**config.mk**
```make
export PLATFORM = sky130hd
export DESIGN_NAME = if_prefetch
export DESIGN_NICKNAME = d
export VERILOG_FILES = /design/src/rtl/kanade32_pkg.sv /design/src/rtl/if_fifo.sv /design/src/rtl/if_prefetch.sv
export SDC_FILE = /design/constraint.sdc
export NUM_CORES = 1
export LEC_CHECK = 0
export BUFFER_PORTS_ARGS = -buffer_cell sky130_fd_sc_hd__buf_2
export CORE_UTILIZATION = 35
export CTS_CLUSTER_SIZE = 8
export DETAILED_ROUTE_END_ITERATION = 12
export GPL_TIMING_DRIVEN = 0
export MAX_ROUTING_LAYER = met4
export PLACE_DENSITY = 0.54
export SYNTH_ARGS = -nofsm -noshare
export SYNTH_HDL_FRONTEND = slang
export SYNTH_SLANG_ARGS = --single-unit
```
**constraint.sdc**
```tcl
create_clock -name clk -period 3.7 [get_ports clk]
set_clock_uncertainty 0.05 [all_clocks]
set_input_delay 0.37 -clock clk [delete_from_list [all_inputs] [get_ports clk]]
set_output_delay 0.37 -clock clk [all_outputs]
set_load 0.005 [all_outputs]
```
**src/rtl/kanade32_pkg.sv**
```systemverilog
// Shared definitions for the kanade32 instruction-fetch front end.
// Contents: fetch FSM state encoding, reset PC default, datapath widths,
// and the prefetch FIFO entry type {ins, next_pc}.
package kanade32_pkg;

    localparam int INS_WIDTH  = 32;
    localparam int ADDR_WIDTH = 32;

    localparam logic [ADDR_WIDTH-1:0] RESET_PC_DEFAULT = 32'h0000_0000;

    // Fetch FSM states
    typedef enum logic [1:0] {
        ST_IDLE    = 2'd0,
        ST_REQ     = 2'd1,
        ST_DISCARD = 2'd2
    } fetch_state_t;

    // One buffered instruction together with the PC of the following word
    typedef struct packed {
        logic [INS_WIDTH-1:0]  ins;
        logic [ADDR_WIDTH-1:0] next_pc;
    } fifo_entry_t;

    // Word-align an address by clearing the two byte-offset bits
    function automatic logic [ADDR_WIDTH-1:0] word_align(input logic [ADDR_WIDTH-1:0] addr);
        return {addr[ADDR_WIDTH-1:2], 2'b00};
    endfunction

endpackage

```
**src/rtl/if_fifo.sv**
```systemverilog
// Synchronous FIFO buffering fetched instructions for the prefetch unit.
// Ports:
//   clk, reset      clock, synchronous active-high reset
//   i_push/i_data   write an entry (ignored when full)
//   i_pop           remove the head entry (ignored when empty)
//   i_flush         empty the FIFO; overrides push and pop
//   o_head          head entry (raw storage, caller masks when empty)
//   o_count         number of valid entries (0..DEPTH)
//   o_full/o_empty  status flags derived from o_count
module if_fifo
    import kanade32_pkg::*;
#(
    parameter int DEPTH = 4
) (
    input  logic                     clk,
    input  logic                     reset,
    input  logic                     i_push,
    input  fifo_entry_t              i_data,
    input  logic                     i_pop,
    input  logic                     i_flush,
    output fifo_entry_t              o_head,
    output logic [$clog2(DEPTH):0]   o_count,
    output logic                     o_full,
    output logic                     o_empty
);

    localparam int AW = $clog2(DEPTH);
    localparam int CW = AW + 1;

    fifo_entry_t     r_mem [DEPTH];
    logic [AW-1:0]   r_wr_ptr;
    logic [AW-1:0]   r_rd_ptr;
    logic [CW-1:0]   r_count;
    logic            w_push_ok;
    logic            w_pop_ok;

    assign o_full    = (r_count == CW'(DEPTH));
    assign o_empty   = (r_count == {CW{1'b0}});
    assign o_count   = r_count;
    assign o_head    = r_mem[r_rd_ptr];
    assign w_push_ok = i_push & ~o_full & ~i_flush;
    assign w_pop_ok  = i_pop & ~o_empty & ~i_flush;

    // Pointer and occupancy bookkeeping; pointers wrap since DEPTH is a power of two
    always_ff @(posedge clk) begin
        if (reset || i_flush) begin
            r_wr_ptr <= {AW{1'b0}};
            r_rd_ptr <= {AW{1'b0}};
            r_count  <= {CW{1'b0}};
        end else begin
            if (w_push_ok) begin
                r_wr_ptr <= r_wr_ptr + AW'(1);
            end
            if (w_pop_ok) begin
                r_rd_ptr <= r_rd_ptr + AW'(1);
            end
            case ({w_push_ok, w_pop_ok})
                2'b10:   r_count <= r_count + CW'(1);
                2'b01:   r_count <= r_count - CW'(1);
                default: r_count <= r_count;
            endcase
        end
    end

    // Entry storage; contents beyond the valid window are don't-care, so no reset
    always_ff @(posedge clk) begin
        if (w_push_ok) begin
            r_mem[r_wr_ptr] <= i_data;
        end
    end

endmodule

```
**src/rtl/if_prefetch.sv**
```systemverilog
// Instruction-fetch front end feeding the FD stage register.
// Owns the fetch PC, issues one outstanding word read at a time over a
// req/ack handshake, buffers returned words with their pc+4 in if_fifo, and
// presents the FIFO head to FD. A redirect flushes the buffer and refetches;
// a request already on the bus is completed in DISCARD and its data dropped.
// Ports:
//   clk, reset                 clock, synchronous active-high reset
//   mem_req, mem_addr          fetch request and word address (registered)
//   mem_ack, mem_rdata         request accepted, data valid in the same cycle
//   redirect, redirect_pc      one-cycle flush/refetch pulse and new PC
//   ins_valid, ins, ins_next_pc  FIFO head towards FD (zero when empty)
//   ins_ready                  FD consumes the head this cycle
// Optional build macro IF_PREFETCH_STATS_EN adds stat_fetch_cnt and
// stat_discard_cnt (pushed acks and dropped acks respectively).
module if_prefetch
    import kanade32_pkg::*;
#(
    parameter int                    DEPTH    = 4,
    parameter logic [ADDR_WIDTH-1:0] RESET_PC = RESET_PC_DEFAULT
) (
    input  logic                  clk,
    input  logic                  reset,
    output logic                  mem_req,
    output logic [ADDR_WIDTH-1:0] mem_addr,
    input  logic                  mem_ack,
    input  logic [INS_WIDTH-1:0]  mem_rdata,
    input  logic                  redirect,
    input  logic [ADDR_WIDTH-1:0] redirect_pc,
    output logic                  ins_valid,
    output logic [INS_WIDTH-1:0]  ins,
    output logic [ADDR_WIDTH-1:0] ins_next_pc,
    input  logic                  ins_ready
`ifdef IF_PREFETCH_STATS_EN
    ,
    output logic [31:0]           stat_fetch_cnt,
    output logic [31:0]           stat_discard_cnt
`endif
);

    localparam int CW = $clog2(DEPTH) + 1;

    fetch_state_t          r_state;
    fetch_state_t          w_state_next;
    logic [ADDR_WIDTH-1:0] r_fetch_pc;
    logic [ADDR_WIDTH-1:0] w_fetch_pc_next;
    logic [ADDR_WIDTH-1:0] w_fetch_pc_inc;
    logic                  r_mem_req;
    logic [ADDR_WIDTH-1:0] r_mem_addr;
    logic                  w_ack;
    logic                  w_push;
    logic                  w_drop;
    logic                  w_pop;
    fifo_entry_t           w_push_data;
    fifo_entry_t           w_head;
    logic [CW-1:0]         w_count;
    logic [CW-1:0]         w_count_after_push;
    logic                  w_full;
    logic                  w_empty;

    // An ack is only meaningful while a request is actually on the bus
    assign w_ack          = mem_ack & r_mem_req;
    assign w_fetch_pc_inc = r_fetch_pc + 32'd4;
    // Redirect wins over pop, so a coincident ins_ready does not consume anything
    assign w_pop          = ins_ready & ~w_empty & ~redirect;
    assign w_count_after_push = w_count + CW'(1) - CW'(w_pop);

    assign w_push_data.ins     = mem_rdata;
    assign w_push_data.next_pc = w_fetch_pc_inc;

    if_fifo #(
        .DEPTH (DEPTH)
    ) u_fifo (
        .clk     (clk),
        .reset   (reset),
        .i_push  (w_push),
        .i_data  (w_push_data),
        .i_pop   (w_pop),
        .i_flush (redirect),
        .o_head  (w_head),
        .o_count (w_count),
        .o_full  (w_full),
        .o_empty (w_empty)
    );

    // Next-state, next fetch PC and push/drop decisions
    always_comb begin
        w_state_next    = r_state;
        w_fetch_pc_next = r_fetch_pc;
        w_push          = 1'b0;
        w_drop          = 1'b0;
        case (r_state)
            ST_IDLE: begin
                if (redirect) begin
                    w_fetch_pc_next = word_align(redirect_pc);
                    w_state_next    = ST_REQ;
                end else if (!w_full) begin
                    w_state_next = ST_REQ;
                end else begin
                    w_state_next = ST_IDLE;
                end
            end
            ST_REQ: begin
                if (redirect) begin
                    w_fetch_pc_next = word_align(redirect_pc);
                    if (w_ack) begin
                        w_drop       = 1'b1;
                        w_state_next = ST_REQ;
                    end else begin
                        // Request cannot be withdrawn: finish it and drop the data
                        w_state_next = ST_DISCARD;
                    end
                end else if (w_ack) begin
                    w_push          = 1'b1;
                    w_fetch_pc_next = w_fetch_pc_inc;
                    if (w_count_after_push < CW'(DEPTH)) begin
                        w_state_next = ST_REQ;
                    end else begin
                        w_state_next = ST_IDLE;
                    end
                end else begin
                    w_state_next = ST_REQ;
                end
            end
            ST_DISCARD: begin
                if (redirect) begin
                    w_fetch_pc_next = word_align(redirect_pc);
                end else begin
                    w_fetch_pc_next = r_fetch_pc;
                end
                if (w_ack) begin
                    w_drop       = 1'b1;
                    w_state_next = ST_REQ;
                end else begin
                    w_state_next = ST_DISCARD;
                end
            end
            default: begin
                w_state_next    = ST_IDLE;
                w_fetch_pc_next = r_fetch_pc;
            end
        endcase
    end

    // State, fetch PC and registered memory request; DISCARD keeps the stale address
    always_ff @(posedge clk) begin
        if (reset) begin
            r_state    <= ST_IDLE;
            r_fetch_pc <= RESET_PC;
            r_mem_req  <= 1'b0;
            r_mem_addr <= RESET_PC;
        end else begin
            r_state    <= w_state_next;
            r_fetch_pc <= w_fetch_pc_next;
            r_mem_req  <= (w_state_next != ST_IDLE);
            if (w_state_next == ST_DISCARD) begin
                r_mem_addr <= r_mem_addr;
            end else begin
                r_mem_addr <= w_fetch_pc_next;
            end
        end
    end

    assign mem_req     = r_mem_req;
    assign mem_addr    = r_mem_addr;
    assign ins_valid   = ~w_empty;
    assign ins         = w_empty ? 32'h0000_0000 : w_head.ins;
    assign ins_next_pc = w_empty ? 32'h0000_0000 : w_head.next_pc;

`ifdef IF_PREFETCH_STATS_EN
    logic [31:0] r_stat_fetch_cnt;
    logic [31:0] r_stat_discard_cnt;

    // Pushed and dropped ack counters, wrapping modulo 2^32
    always_ff @(posedge clk) begin
        if (reset) begin
            r_stat_fetch_cnt   <= 32'd0;
            r_stat_discard_cnt <= 32'd0;
        end else begin
            if (w_push) begin
                r_stat_fetch_cnt <= r_stat_fetch_cnt + 32'd1;
            end
            if (w_drop) begin
                r_stat_discard_cnt <= r_stat_discard_cnt + 32'd1;
            end
        end
    end

    assign stat_fetch_cnt   = r_stat_fetch_cnt;
    assign stat_discard_cnt = r_stat_discard_cnt;
`endif

endmodule

```
==> qor.txt, run 1 <==
Post-CTS Resized = 0
Die H = 204 microns
Final #Nets = 1294
register share of total power = 47.7%
Slew Limit Fails = 0
Ports = 167
Synth top area share = 54.0%
HP Class = in2reg
total grt overflow = 0
Clock Pin Slew Worst Setup and Hold Paths = 50 ps
Switching Fraction = 22.8%
register area share after synthesis = 64.7%
first-pass GRT wire length = 57800 microns
Post-synth top cells = edfxtp_1, dfxtp_1, and2_1, mux4_2, nor2_1
WS Path Type = reg2out
Max stage delay cell, worst path = clkbuf_1
Post-Place Worst Slack = 432 ps
Synthesis Warnings = 0
port bufs = 164
worst slew pin tran = 973 ps
count leader, synth = edfxtp_1
asr flop ratio synth = 0%
DIE WIDTH = 204 microns
die area = 41500 sq um
vias in the first global route = 9481
standard-cell rows = 73
delay-heaviest family, CP = buffers and inverters
number of enable flip-flop cells after synthesis = 256
design area = 17600 sq um
WL per Instance = 21.6 microns
crit-path cells = inv_1, ha_1, nand2b_1, clkbuf_1, clkbuf_1, and2_1, buf_2
Vias per Instance = 5.24
f_max = 297 MHz
Root Buffer = clkbuf_16
slowest stage delay, CP = 520 ps
initial antenna violation count = 1
area occupied by multi-input gates = 4650 sq um
final worst slack = 331 ps
Final setup viols = 0
Design Power = 8.72 mW
largest net degree at the start of global routing = 54
crit path capture type = primary output
DRC viols = 0
Finished Layout Cells = 1778
placed cell count = 1660
GPL Wtd Cong = 0.924
Clock Sinks = 332
HPWL after detailed placement = 25900 microns
Routed WL = 38400 microns
Synth-to-Final Area Change = 23.4%
Max VDD drop = 0.309 mV
FF+latch count, synth = 332
core area = 39900 sq um
RSZ-0062 raised after global routing = false
Worst Setup Start Kind = flip-flop
Psw = 1.99 mW
Initial Util = 35.6%
Max transition margin = 34.6%
Internal = 6.73 mW
syn_nets = 1045
total number of vias = 9318
Antenna Violating Nets Remaining = 0
CP arrival = 2950 ps
CP Max Fanout = 10
post-CTS setup buffer count = 0
Worst Path Buf+Inv = 4
initial drt markers = 609
htree depth = 2
GRT Total Usage = 19.4%
Post-DP Area = 15800 sq um
final worst path period share = 91.1%
FF/Latch Area = 9210 sq um
# hold bufs at CTS = 32
Worst-Skew Late Latency = 580 ps
Syn Inst Count = 967
Synth Flop Type = edfxtp_1
outcome = completed
Mean Syn Cell Area = 14.7 sq um
layout cell share with drive strength beyond 1 = 26.7%
Period minus WS final = 3370 ps
WP data required = 3280 ps
CTS tree = yes
total CTS buffers = 47
Leak = 6.27 nW
CTS Buffer Depth = 3
first-pass detailed-route iteration total = 8
cells taking the most area after synthesis = edfxtp_1, dfxtp_1, mux4_2
synthesized area = 14200 sq um
Max-cap violations = 0
pwr/cell area = 497 nW/um^2
Hold Fails Final Rpt = 0
cell mode on critical path = clkbuf_1
largest area contributor in the netlist = edfxtp_1
Clock power frac = 45.8%
number of fill cells = 3634
Logic pwr share = 6.5%
post-synthesis cell type count = 81
## power groups by stage
stage | combinational [mW] | clock (mW) | sequential [mW]
after floorplan | 0.292 | 0 | 4.22
after global placement | 0.525 | 0 | 4.23
after detailed placement | 0.533 | 0 | 4.23
after CTS | 0.564 | 4.11 | 4.16
after global routing | 0.616 | 4.24 | 4.16
final | 0.564 | 3.99 | 4.16
## placed cells by master (no fill, tap or decap), types with 15 or more instances in the layout
cell             n
mux4_2          64
xnor2_1         22
nor2_1          57
edfxtp_1       256
nor3_1          21
buf_2          179
o21ai_0         18
nand4_1         15
nand2_1         47
nand3_1         26
and2_1          69
dfxtp_1         76
dlygate4sd3_1   33
clkbuf_1        69
inv_1           17
clkbuf_16       47
a21oi_1         26
## layout make-up
cell class,instances,share of cell area (%)
multi-input cells,556,26.5
plain buffers,62,1.83
clock buffers,82,7.51
repair buffers,200,7.13
diodes,1,0.0143
flip-flops and latches,332,52.5
inverters,17,0.364
clock inverters,3,0.435
well taps,525,3.74
## layer usage
layer | track usage, % | vias to the layer above | part of all wire [%] | wire [microns]
met4 | 5.77 | 0 | 1.9 | 731
met5 | - | - | 0 | 0
li1 | - | 4287 | - | -
met1 | 25.7 | 4660 | 45 | 17200
met3 | 3.23 | 64 | 5.7 | 2180
met2 | 30.5 | 307 | 47 | 18200
## kinds of logic after synthesis
group                    share of synthesized area (%)
AO/OA/AOI/OAI                                     6.96
flip-flops                                        64.7
multiplexers                                      10.4
adder cells (fa/ha/maj)                          0.792
AND/OR/NAND/NOR                                   12.3
XOR/XNOR                                          2.22
buffers and inverters                             2.70
## worst paths after layout
kind                                           to  cells past startpoint              start  slack, ps
worst max-delay path               ins_next_pc[0]                      7  u_fifo.o_count[0]        330
worst min-delay path                r_fetch_pc[7]                      3     redirect_pc[7]         80
worst min register to register       mem_addr[21]                      2       mem_addr[21]        400
worst max register to register  u_fifo.o_count[2]                      8         r_state[0]        620
## per-stage QoR
step	utilization (%)	TNS (ps)	hold slack (ps)
after global placement	39.3	-397880	395
after floorplan	-	0	398
final	44.0	0	84.6
after detailed placement	39.7	0	394
after global routing	44.0	0	120
after CTS	44.0	0	38.7
## flip-flops by register name, indices dropped and copies added, names as in the netlist, named ones only
signal / count
u_fifo.r_mem: 256
mem_addr: 32
r_fetch_pc: 32
u_fifo.o_count: 3
r_state: 2
u_fifo.r_rd_ptr: 2
u_fifo.r_wr_ptr: 2
mem_req: 1
## worst register-to-register path: cells and delay by family, from the launching register on
kind            cells  cell delay [ps]
compound gates      2              510
fa+ha+maj           1              350
buf+inv             2              310
flops               1              410
simple gates        3             1360
Note: power is estimated with default switching activity, not from simulation.
==> inputs of run 2 (changes only) <==
--- a/config.mk
+++ b/config.mk
@@ -5,12 +5,12 @@
 export SDC_FILE = /design/constraint.sdc
 export NUM_CORES = 1
 export LEC_CHECK = 0
+export ABC_AREA = 1
 export BUFFER_PORTS_ARGS = -buffer_cell sky130_fd_sc_hd__buf_2
 export CORE_UTILIZATION = 35
 export CTS_CLUSTER_SIZE = 8
 export DETAILED_ROUTE_END_ITERATION = 12
 export GPL_TIMING_DRIVEN = 0
-export MAX_ROUTING_LAYER = met4
 export PLACE_DENSITY = 0.54
 export SYNTH_ARGS = -nofsm -noshare
 export SYNTH_HDL_FRONTEND = slang
==> qor.txt, run 2 <==
WL per Instance = 17.9 microns
initial drt markers = 910
Logic pwr share = 9.3%
HP Class = in2reg
Synth-to-Final Area Change = 22.2%
asr flop ratio synth = 0%
final worst path period share = 82.4%
Ports = 167
register area share after synthesis = 62.5%
pwr/cell area = 495 nW/um^2
most frequent cells in the layout = nor2_1, edfxtp_1, nand2_1, buf_2, o21ai_0
DIE WIDTH = 207 microns
Psw = 2.13 mW
first-pass GRT wire length = 65600 microns
compound-gate portion of the synthesized area = 10.7%
CTS Buffer Depth = 3
Design Power = 8.92 mW
multiplexer area fraction after synthesis = 0.0679%
WS Path Type = reg2out
Die H = 207 microns
htree depth = 2
Max transition margin = 44.6%
GPL Wtd Cong = 0.893
synthesized area = 14700 sq um
initial antenna violation count = 0
Post-synth top cells = nor2_1, edfxtp_1, nand2_1, o21ai_0, inv_1
CP Max Fanout = 10
Slew Limit Fails = 0
post-synthesis cell type count = 40
outcome = completed
GRT Total Usage = 19.8%
CTS tree = yes
Max-cap violations = 0
Post-Synth XOR/XNOR Area = 0.934%
max reg flops = 256
WP data required = 3280 ps
Clock Pin Slew Worst Setup and Hold Paths = 50 ps
Hold Fails Final Rpt = 0
Vias per Instance = 4.87
register share of total power = 47.5%
standard-cell rows = 74
Synth Area in Adders = 0.764%
crit path capture type = primary output
worst slew pin tran = 828 ps
port bufs = 162
Root Buffer = clkbuf_16
combinational family with the most area after synthesis = simple AND/OR/NAND/NOR gates
Synthesis Warnings = 0
Switching Fraction = 23.9%
Core Util, Final = 43.7%
core area = 41200 sq um
HPWL after detailed placement = 29400 microns
f_max = 328 MHz
Synth Flop Type = edfxtp_1
Syn Inst Count = 1568
cells taking the most area after synthesis = edfxtp_1, dfxtp_1, nor2_1
Period minus WS final = 3050 ps
first-pass detailed-route iteration total = 6
Max VDD drop = 0.253 mV
die area = 42900 sq um
number of enable flip-flop cells after synthesis = 256
Biggest register = u_fifo.r_mem
vias in the first global route = 11500
largest net degree at the start of global routing = 28
Leak = 7.24 nW
Clock Sinks = 332
Synth Area in Simple Gates = 19.9%
Mean Syn Cell Area = 9.40 sq um
Antenna Violating Nets Remaining = 0
Final setup viols = 0
Clock power frac = 43.2%
Worst-Skew Late Latency = 560 ps
post-CTS setup buffer count = 0
layout cell share with drive strength beyond 1 = 15.6%
count leader, synth = nor2_1
CP arrival = 2630 ps
syn_nets = 1646
Internal = 6.79 mW
total grt overflow = 0
total number of vias = 11500
total CTS buffers = 47
Initial Util = 35.8%
Worst Setup Start Kind = flip-flop
largest area contributor in the netlist = edfxtp_1
Synth top area share = 52.1%
FF+latch count, synth = 332
most common cell after layout, fill and taps aside = nor2_1
Final #Nets = 1897
Routed WL = 42400 microns
DRC viols = 0
RSZ-0062 raised after global routing = false
## run 2: changes by cell type after synthesis, sizes merged, moves of 12 or more
cell / delta
nor4: -13
nand2: +184
nor2: +352
a21oi: +78
o21ai: +148
nand4: -19
nor3: -20
xnor2: -19
inv: +100
nand3: +32
buf: +12
and3: -16
mux4: -64
and2: -57
## run 2: final timing paths
check | from | to | depth (start not counted) | slack, ps
setup reg to reg | r_state[0] | u_fifo.r_mem[1][63] | 7 | 930
hold / removal | redirect_pc[9] | r_fetch_pc[9] | 3 | 60
hold reg to reg | mem_addr[6] | mem_addr[6] | 2 | 400
setup / recovery | flip-flop | ins_next_pc[18] | 7 | 650
## run 2: logic make-up after synthesis
family	count (synthesis)
flip-flops	332
AND/OR/NAND/NOR	720
buffers and inverters	192
adder cells (fa/ha/maj)	9
XOR/XNOR	14
multiplexers	1
AO/OA/AOI/OAI	300
## run 2: critical path, cell delays in order (launching register included)
cell      delay (ps)
dfxtp_1          410
clkbuf_1         470
buf_2            360
nor2_1            80
nor2_1            80
o21ai_0           90
a21oi_1          390
buf_2            190
## run 2: area by class of cell
type | instances | area [sq um]
fillers | 3945 | 23200
flip-flops and latches | 332 | 9210
multi-input cells | 1044 | 4800
repair buffers | 202 | 1290
clock buffers | 62 | 1260
well taps | 532 | 666
inverters | 118 | 443
plain buffers | 74 | 323
clock inverters | 2 | 25.0
diodes | 1 | 2.50
## run 2: through the flow
step | cell area (sq um) | setup TNS (ps) | setup slack, ps | instances | hold WS [ps]
6_report | 18000 | 0 | 653 | 2367 | 61.6
5_1_grt | 18000 | 0 | 514 | 2366 | 66.3
4_1_cts | 18000 | 0 | 616 | 2366 | 37.1
3_5_place_dp | 16400 | 0 | 956 | 2270 | 388
3_3_place_gp | 16200 | -780440 | -3130 | 2262 | 400
2_1_floorplan | 14700 | -135350 | -529 | 1568 | 394
## run 2: what timing repair did
item	CTS	global route
resized for setup	0	0
endpoints found under the hold margin	128	0
hold buffers	32	0
## run 2: metal layers
| metal | vias up | track usage [%] | wire (microns) |
|---|---|---|---|
| li1 | 5744 | - | - |
| met1 | 5361 | 25.7 | 19000 |
| met2 | 358 | 33.9 | 20000 |
| met3 | 69 | 3.13 | 2250 |
| met4 | 0 | 6.33 | 1130 |
| met5 | - | 0 | 0 |
## run 2: power groups by stage
stage | sequential [mW] | clock [mW] | combinational, mW
2_1_floorplan | 4.30 | 0 | 0.476
3_3_place_gp | 4.31 | 0 | 0.785
3_5_place_dp | 4.31 | 0 | 0.802
4_1_cts | 4.24 | 3.95 | 0.835
5_1_grt | 4.25 | 4.09 | 0.939
6_report | 4.24 | 3.85 | 0.831
==> inputs of run 3 (changes only) <==
==> constraint.sdc (replaced) <==
create_clock -name clk -period 2.9 [get_ports clk]
set_clock_uncertainty 0.05 [all_clocks]
set_input_delay 0.29 -clock clk [delete_from_list [all_inputs] [get_ports clk]]
set_output_delay 0.29 -clock clk [all_outputs]
set_load 0.005 [all_outputs]
==> qor.txt, run 3 (synthesized netlist as in run 2, its figures left out) <==
CP Max Fanout = 10
pwr/cell area = 633 nW/um^2
Vias per Instance = 4.88
first-pass detailed-route iteration total = 7
f_max = 360 MHz
Final #Nets = 1903
Finished Layout Cells = 2379
M3 GR Usage = 3.43%
htree depth = 2
Die H = 207 microns
Internal = 8.68 mW
Psw = 2.78 mW
Ports = 167
standard-cell rows = 74
placed cell count = 2270
max reg flops = 256
worst hold path depth = 4
Antenna Violating Nets Remaining = 0
core area = 41200 sq um
initial drt markers = 774
outcome = completed
initial antenna violation count = 0
Max transition margin = 54.6%
Max VDD drop = 0.363 mV
most frequent cells in the layout = nor2_1, edfxtp_1, nand2_1, buf_2, o21ai_0
HP Class = in2reg
Slew Limit Fails = 0
Clock Sinks = 332
GRT Total Usage = 20.3%
number of antenna repair diodes = 0
Initial Util = 35.8%
largest net degree at the start of global routing = 28
Leak = 7.31 nW
worst-case reg-to-reg path depth = 7
Logic pwr share = 9.4%
CP arrival = 2440 ps
Clock Pin Slew Worst Setup and Hold Paths = 60 ps
total CTS buffers = 47
Root Buffer = clkbuf_16
CTS tree = yes
port bufs = 162
layout cell share with drive strength beyond 1 = 16.4%
DRC viols = 0
Core Util, Final = 44.0%
first-pass GRT wire length = 67000 microns
RSZ-0062 raised after global routing = false
Final setup viols = 0
CTS Buffer Depth = 3
final worst path period share = 95.7%
Biggest register = u_fifo.r_mem
die area = 42900 sq um
Worst Setup Start Kind = flip-flop
WP data required = 2560 ps
GR Util met1 = 27.5%
DIE WIDTH = 207 microns
Worst-Skew Late Latency = 570 ps
vias in the first global route = 11600
Switching Fraction = 24.3%
register share of total power = 47.2%
Max-cap violations = 0
Period minus WS final = 2780 ps
Synth-to-Final Area Change = 22.9%
GR peak layer = met2
Routed WL = 43000 microns
crit path capture type = primary output
HPWL after detailed placement = 29600 microns
met2 Usage GRT = 32.5%
WL per Instance = 18.1 microns
total grt overflow = 0
total number of vias = 11600
GPL Wtd Cong = 0.852
worst slew pin tran = 680 ps
Hold Fails Final Rpt = 0
most common cell after layout, fill and taps aside = nor2_1
WS Path Type = reg2out
Clock power frac = 43.5%
## run 3: critical path: stages, from the launching register on
cell and delay, ps:
dfxtp_1 330, inv_1 100, ha_1 180, nand2_1 120
inv_2 330, clkbuf_1 470, a21oi_1 150, buf_2 170
## run 3: layout make-up
| type | count | area [sq um] |
|---|---|---|
| buffer | 74 | 340 |
| clock buffer | 69 | 1280 |
| clock inverter | 2 | 32.5 |
| fill | 3981 | 23100 |
| inverter | 118 | 443 |
| multi-input combinational | 1044 | 4800 |
| sequential | 332 | 9210 |
| tap | 532 | 666 |
| timing repair buffer | 208 | 1350 |
## run 3: what timing repair did
action | 4_1_cts | 5_1_grt
endpoints found under the hold margin | 134 | 0
pin swaps | 0 | 1
endpoints found under the setup margin | 12 | 35
hold buffers | 36 | 0
resized for setup | 7 | 13
buffers inserted | 0 | 2
## run 3: final timing paths
path	slack, ps	endpoint	from
worst min-delay path	30	u_fifo.r_rd_ptr[0]	ins_ready
worst min register to register	400	mem_addr[30]	mem_addr[30]
worst max-delay path	120	ins[3]	u_fifo.o_count[0]
worst max register to register	330	u_fifo.r_mem[1][39]	r_state[0]
## run 3: routing by layer
layer	vias up	part of all wire, %
met5	-	0
met4	0	3.5
met3	85	5.1
met2	381	46
met1	5384	45
li1	5770	-
## run 3: power by group through the flow
stage | combinational (mW) | sequential [mW] | clock (mW)
6_report | 1.07 | 5.40 | 4.99
2_1_floorplan | 0.607 | 5.48 | 0
3_5_place_dp | 1.02 | 5.49 | 0
3_3_place_gp | 1.01 | 5.49 | 0
4_1_cts | 1.07 | 5.40 | 5.11
5_1_grt | 1.20 | 5.42 | 5.30
## run 3: per-stage QoR
stage	setup TNS, ps	hold WS, ps	worst slack [ps]	area (sq um)	power [mW]
CTS	0	12.9	23.9	18100	11.6
floorplan	-74390	339	-291	14800	6.09
detailed placement	0	389	42.8	16400	6.52
global route	0	51.6	7.36	18100	11.9
finish	0	29.5	124	18100	11.5
global placement	-494880	387	-1960	16200	6.50
